<file path="src/rtl/alu_arbiter.sv">
// alu_arbiter: shares one combinational ALU between two requesters.
//   Port 0 = fetch/branch unit, port 1 = execute stage. Round-robin grant in
//   IDLE, operands registered into the ALU (ISSUE), result/flags held in a
//   response register (HOLD) until the owning requester accepts it.
// Ports:
//   clk, rst_n                       clock, async active-low reset
//   reqN_valid/ready/num1/num2/op    request handshake + payload (N = 0, 1)
//   respN_valid/ready                response handshake (N = 0, 1)
//   respN_result/overflow/invalid    shared response register contents
//   alu_num1/num2/op                 operand registers to the external ALU
//   alu_result/overflow/op_invalid   combinational ALU outputs
//   busy                             high whenever not in IDLE
module alu_arbiter #(
    parameter int unsigned WIDTH = 32,
    parameter int unsigned OPW   = 5
) (
    input  logic             clk,
    input  logic             rst_n,
    input  logic             req0_valid,
    output logic             req0_ready,
    input  logic [WIDTH-1:0] req0_num1,
    input  logic [WIDTH-1:0] req0_num2,
    input  logic [OPW-1:0]   req0_op,
    input  logic             req1_valid,
    output logic             req1_ready,
    input  logic [WIDTH-1:0] req1_num1,
    input  logic [WIDTH-1:0] req1_num2,
    input  logic [OPW-1:0]   req1_op,
    output logic             resp0_valid,
    input  logic             resp0_ready,
    output logic [WIDTH-1:0] resp0_result,
    output logic             resp0_overflow,
    output logic             resp0_invalid,
    output logic             resp1_valid,
    input  logic             resp1_ready,
    output logic [WIDTH-1:0] resp1_result,
    output logic             resp1_overflow,
    output logic             resp1_invalid,
    output logic [WIDTH-1:0] alu_num1,
    output logic [WIDTH-1:0] alu_num2,
    output logic [OPW-1:0]   alu_op,
    input  logic [WIDTH-1:0] alu_result,
    input  logic             alu_overflow,
    input  logic             alu_op_invalid,
    output logic             busy
);

    typedef enum logic [1:0] {
        IDLE  = 2'd0,
        ISSUE = 2'd1,
        HOLD  = 2'd2
    } state_e;

    state_e           state_q, state_d;
    logic             last_q, last_d;
    logic             owner_q, owner_d;
    logic [WIDTH-1:0] num1_q, num1_d;
    logic [WIDTH-1:0] num2_q, num2_d;
    logic [OPW-1:0]   op_q, op_d;
    logic [WIDTH-1:0] result_q, result_d;
    logic             ovf_q, ovf_d;
    logic             inv_q, inv_d;

    logic             grant_vld_c;
    logic             grant_id_c;
    logic             owner_ready_c;

    // Round-robin grant; on a tie the requester that did not win last time wins.
    always_comb begin
        grant_vld_c = 1'b0;
        grant_id_c  = 1'b0;
        if (state_q == IDLE) begin
            grant_vld_c = req0_valid | req1_valid;
            if (req0_valid && req1_valid) begin
                grant_id_c = ~last_q;
            end else begin
                grant_id_c = req1_valid;
            end
        end
    end

    assign owner_ready_c = owner_q ? resp1_ready : resp0_ready;

    // State register.
    always_ff @(posedge clk or negedge rst_n) begin
        if (!rst_n) begin
            state_q <= IDLE;
        end else begin
            state_q <= state_d;
        end
    end

    // Next-state logic.
    always_comb begin
        state_d = state_q;
        case (state_q)
            IDLE:    if (grant_vld_c) state_d = ISSUE;
            ISSUE:   state_d = HOLD;
            HOLD:    if (owner_ready_c) state_d = IDLE;
            default: state_d = IDLE;
        endcase
    end

    // Operand capture on accept, response capture in ISSUE; otherwise hold.
    always_comb begin
        last_d   = last_q;
        owner_d  = owner_q;
        num1_d   = num1_q;
        num2_d   = num2_q;
        op_d     = op_q;
        result_d = result_q;
        ovf_d    = ovf_q;
        inv_d    = inv_q;
        if (grant_vld_c) begin
            owner_d = grant_id_c;
            last_d  = grant_id_c;
            num1_d  = grant_id_c ? req1_num1 : req0_num1;
            num2_d  = grant_id_c ? req1_num2 : req0_num2;
            op_d    = grant_id_c ? req1_op   : req0_op;
        end
        if (state_q == ISSUE) begin
            result_d = alu_result;
            ovf_d    = alu_overflow;
            inv_d    = alu_op_invalid;
        end
    end

    // Datapath registers; last resets to 1 so port 0 wins the first tie.
    always_ff @(posedge clk or negedge rst_n) begin
        if (!rst_n) begin
            last_q   <= 1'b1;
            owner_q  <= 1'b0;
            num1_q   <= '0;
            num2_q   <= '0;
            op_q     <= '0;
            result_q <= '0;
            ovf_q    <= 1'b0;
            inv_q    <= 1'b0;
        end else begin
            last_q   <= last_d;
            owner_q  <= owner_d;
            num1_q   <= num1_d;
            num2_q   <= num2_d;
            op_q     <= op_d;
            result_q <= result_d;
            ovf_q    <= ovf_d;
            inv_q    <= inv_d;
        end
    end

    // Outputs decoded from registered state.
    always_comb begin
        req0_ready     = grant_vld_c & ~grant_id_c;
        req1_ready     = grant_vld_c &  grant_id_c;
        resp0_valid    = (state_q == HOLD) & ~owner_q;
        resp1_valid    = (state_q == HOLD) &  owner_q;
        busy           = (state_q != IDLE);
        alu_num1       = num1_q;
        alu_num2       = num2_q;
        alu_op         = op_q;
        resp0_result   = result_q;
        resp0_overflow = ovf_q;
        resp0_invalid  = inv_q;
        resp1_result   = result_q;
        resp1_overflow = ovf_q;
        resp1_invalid  = inv_q;
    end

endmodule

</file>
<file path="config.mk">
export PLATFORM = sky130hd
export DESIGN_NAME = alu_arbiter
export DESIGN_NICKNAME = d
export VERILOG_FILES = /design/src/rtl/alu_arbiter.sv
export SDC_FILE = /design/constraint.sdc
export NUM_CORES = 1
export LEC_CHECK = 0
export ABC_AREA = 1
export CAP_MARGIN = 20
export CORE_AREA = 4 4 122 124
export CTS_CLUSTER_SIZE = 40
export DETAILED_ROUTE_END_ITERATION = 7
export DIE_AREA = 0 0 126 128
export PLACE_DENSITY = 0.83
export SYNTH_ARGS = -nofsm -noshare
export SYNTH_HDL_FRONTEND = slang
export SYNTH_SLANG_ARGS = --single-unit
</file>
<file path="constraint.sdc">
create_clock -name clk -period 2.55 [get_ports clk]
set_input_delay 0.51 -clock clk [delete_from_list [all_inputs] [get_ports clk]]
set_output_delay 0.51 -clock clk [all_outputs]
set_load 0.05 [all_outputs]
</file>
==> flow_summary.toml <==
[clock_tree]
clk_path_buf_depth = 2
path_clk_slew_ps = 80
numCtsBuffers = 9
cts.sinks = 107
clkLatencyLatePin_ps = 350
cts-root-buf = "clkbuf_16"
cts_htree_levels = 3
postCtsHoldBufs = 0
cts_tree = "built"
cts_setup_buffers = 0
post_cts_resized = 0

[yosys]
yosys.area_share.simple_pct = 37.6
syn_nets = 786
yosysTopAreaCell = "dfrtp_1"
netlist_top_cells_area = "dfrtp_1 50%, nand4_1 16%, nand2_1 10%, nand3_1 9.9%, buf_4 7.0%"
avgSynthCellArea_um2 = 8.70
syn_inst = 608
synth_seq_area_share_pct = 50.7
synth_top_area_share_pct = 50.2
synthDistinctLibCells = 17
synth-seq-cells = 107
synth_area_um2 = 5290
synth_top_family_by_area = "simple AND/OR/NAND/NOR gates"
yosys.area_share.adder_pct = 0
synth_xor_area_share_pct = 0
yosys_warnings = 0
muxShareOfSynthArea_pct = 0
synth_compound_area_share_pct = 0.0946

[power]
comb_power_share_pct = 66.8
irDropWorstVdd_uv = 686
p_switching_mw = 7.43
p_leak_nw = 3.73
power_frac_seq_pct = 23.1
p_int_mw = 6.18
power_frac_clock_pct = 10.1
power_density_nw_per_um2 = 1580
switching_share_pct = 54.6

[die]
die_area_um2 = 16100
rows = 43
ios = 320
die_y_um = 128
core_area_um2 = 13800
die_w_um = 126
start_util_pct = 38.4

[job]
max_cap_viol_count = 0

[timing]
rsz0062_at_grt = "false"
fin_ws_ps = 383
fin_crit_ps = 2170
post-route-period-util_pct = 85.0
max_freq_mhz = 461
fin_setup_tns_ps = 0
relSlewSlack_pct = 52.5
setup_viol = 0
slew_violations = 0
clock_skew_ps = 8.56
worst_pin_slew_ps = 712
finalHoldViolCount = 0

[route]
wl_met3_um = 1610
dr.max_layer_used = "met4"
drtPass1Iterations = 5
drt-met1-wl_um = 7240
vias_per_cell = 5.48
drt_iter0_drc = 383
ant_nets = 0
wl_per_cell_um = 18.5
route.detailed.drc = 0
drt_wl_total_um = 19200
wl_met2_um = 9550
vias = 5700

[placed_design]
dp_hpwl_um = 13800
placed_cell_area_um2 = 8300
portBuffers = 319
dp_slack_ps = 382
globalplace.congestion = 0.857
dp_cells = 1025

[worst_setup_path]
endpoint_kind = "output port"
crit_type = "in -> out"
path_max_fanout = 3
required_ps = 2040
critPathArrivalTime_ps = 1660
crit_path_start_kind = "input pin"

[grt]
antenna_found_initial = 0
grt_pass1_vias = 5613
grt_pass1_wl_um = 30100
grt_max_degree = 71
grt_usage_pct = 23.3
grt-ovfl-total = 0

[final_layout]
stdcell_count = 1041
fillCellCount = 1153
num_antenna_cells = 0
drive_gt1_share_pct = 4.88
design_area_um2 = 8590
syn2layout_area_growth_pct = 62.4
final_nets = 1034

[status]
status = "completed"

[hold_path]
min_path_type = "in -> async"
power by group through the flow:
stage	clock network, mW	logic (mW)	registers (mW)
floorplan	0	3.58	5.90
global placement	0	9.04	3.12
detailed placement	0	9.14	3.15
CTS	1.42	9.15	3.14
global route	1.49	9.56	3.27
finish	1.38	9.09	3.14
cells in the mapped netlist:
master	count
inv_1	7
inv_2	2
o21ai_0	1
nand2_4	1
clkbuf_1	12
nand4_1	138
nor2_1	3
nand2_1	144
dfrtp_1	106
buf_4	49
nand2_2	4
dfstp_2	1
buf_6	1
nor2_4	1
buf_1	5
buf_2	28
nand3_1	105
kinds of logic (layout without fill, tap and decap cells):
kind of cell | Yosys count | after routing
buffers and inverters | 104 | 357
flip-flops | 107 | 107
AND/OR/NAND/NOR | 396 | 396
AO/OA/AOI/OAI | 1 | 1
worst max-delay path, stage by stage:
cell,delay [ps]
clkdlybuf4s50_1,500
inv_1,80
nand2_4,90
nand2_2,70
inv_1,80
nand2_1,60
inv_1,110
buf_12,150
layout by cell type (no fill, tap or decap), types with 2 or more instances in the layout:
cell type / count
inv_1: 7
clkbuf_1: 3
clkbuf_16: 9
dfrtp_1: 106
clkdlybuf4s50_1: 312
buf_4: 11
nand2_1: 144
nand3_1: 105
nand4_1: 138
inv_2: 2
nor2_1: 3
nand2_2: 4
buf_12: 8
flip-flops by register name, summed over array words and instances (netlist names):
register and flops:
resp0_result 32, owner_q 1, resp0_overflow 1, alu_op 5
last_q 1, alu_num2 32, state_q 2, alu_num1 32
resp0_invalid 1
through the flow:
stage               total power [mW]  hold WS [ps]  util [%]
global route                    14.3           175      62.4
global placement                12.2           459      60.3
finish                          13.6           135      62.4
detailed placement              12.3           467      60.3
CTS                             13.7           152      62.4
floorplan                       9.48           214         -
cell type report:
class | count | area (um^2) | area share [%]
repair buffers | 332 | 3370 | 39.2
flip-flops and latches | 107 | 2680 | 31.2
multi-input cells | 397 | 1990 | 23.2
clock buffers | 12 | 236 | 2.75
well taps | 180 | 225 | 2.62
clock inverters | 4 | 51.3 | 0.597
inverters | 9 | 33.8 | 0.393
per-layer routing:
layer  track usage (%)  up-vias
met5                 0        -
li1                  -     2626
met1              27.9     2712
met4              12.4        0
met3              6.33       61
met2              38.5      301
final timing paths:
kind	start	end	slack (ps)	depth (start not counted)
min	rst_n	alu_num1[21]$_DFFE_PN0N_	140	1
max in group asynchronous	rst_n	resp0_result[29]$_DFFE_PN0N_	1740	2
max reg2reg	state_q[1]$_DFFE_PN0P_	resp0_result[20]$_DFFE_PN0N_	730	5
max	req0_valid	req0_ready	380	8
min in group clk	last_q$_DFFE_PN1N_	last_q$_DFFE_PN1N_	480	2
min reg2reg	last_q$_DFFE_PN1N_	last_q$_DFFE_PN1N_	480	2
Power figures use the tool's default switching activity.
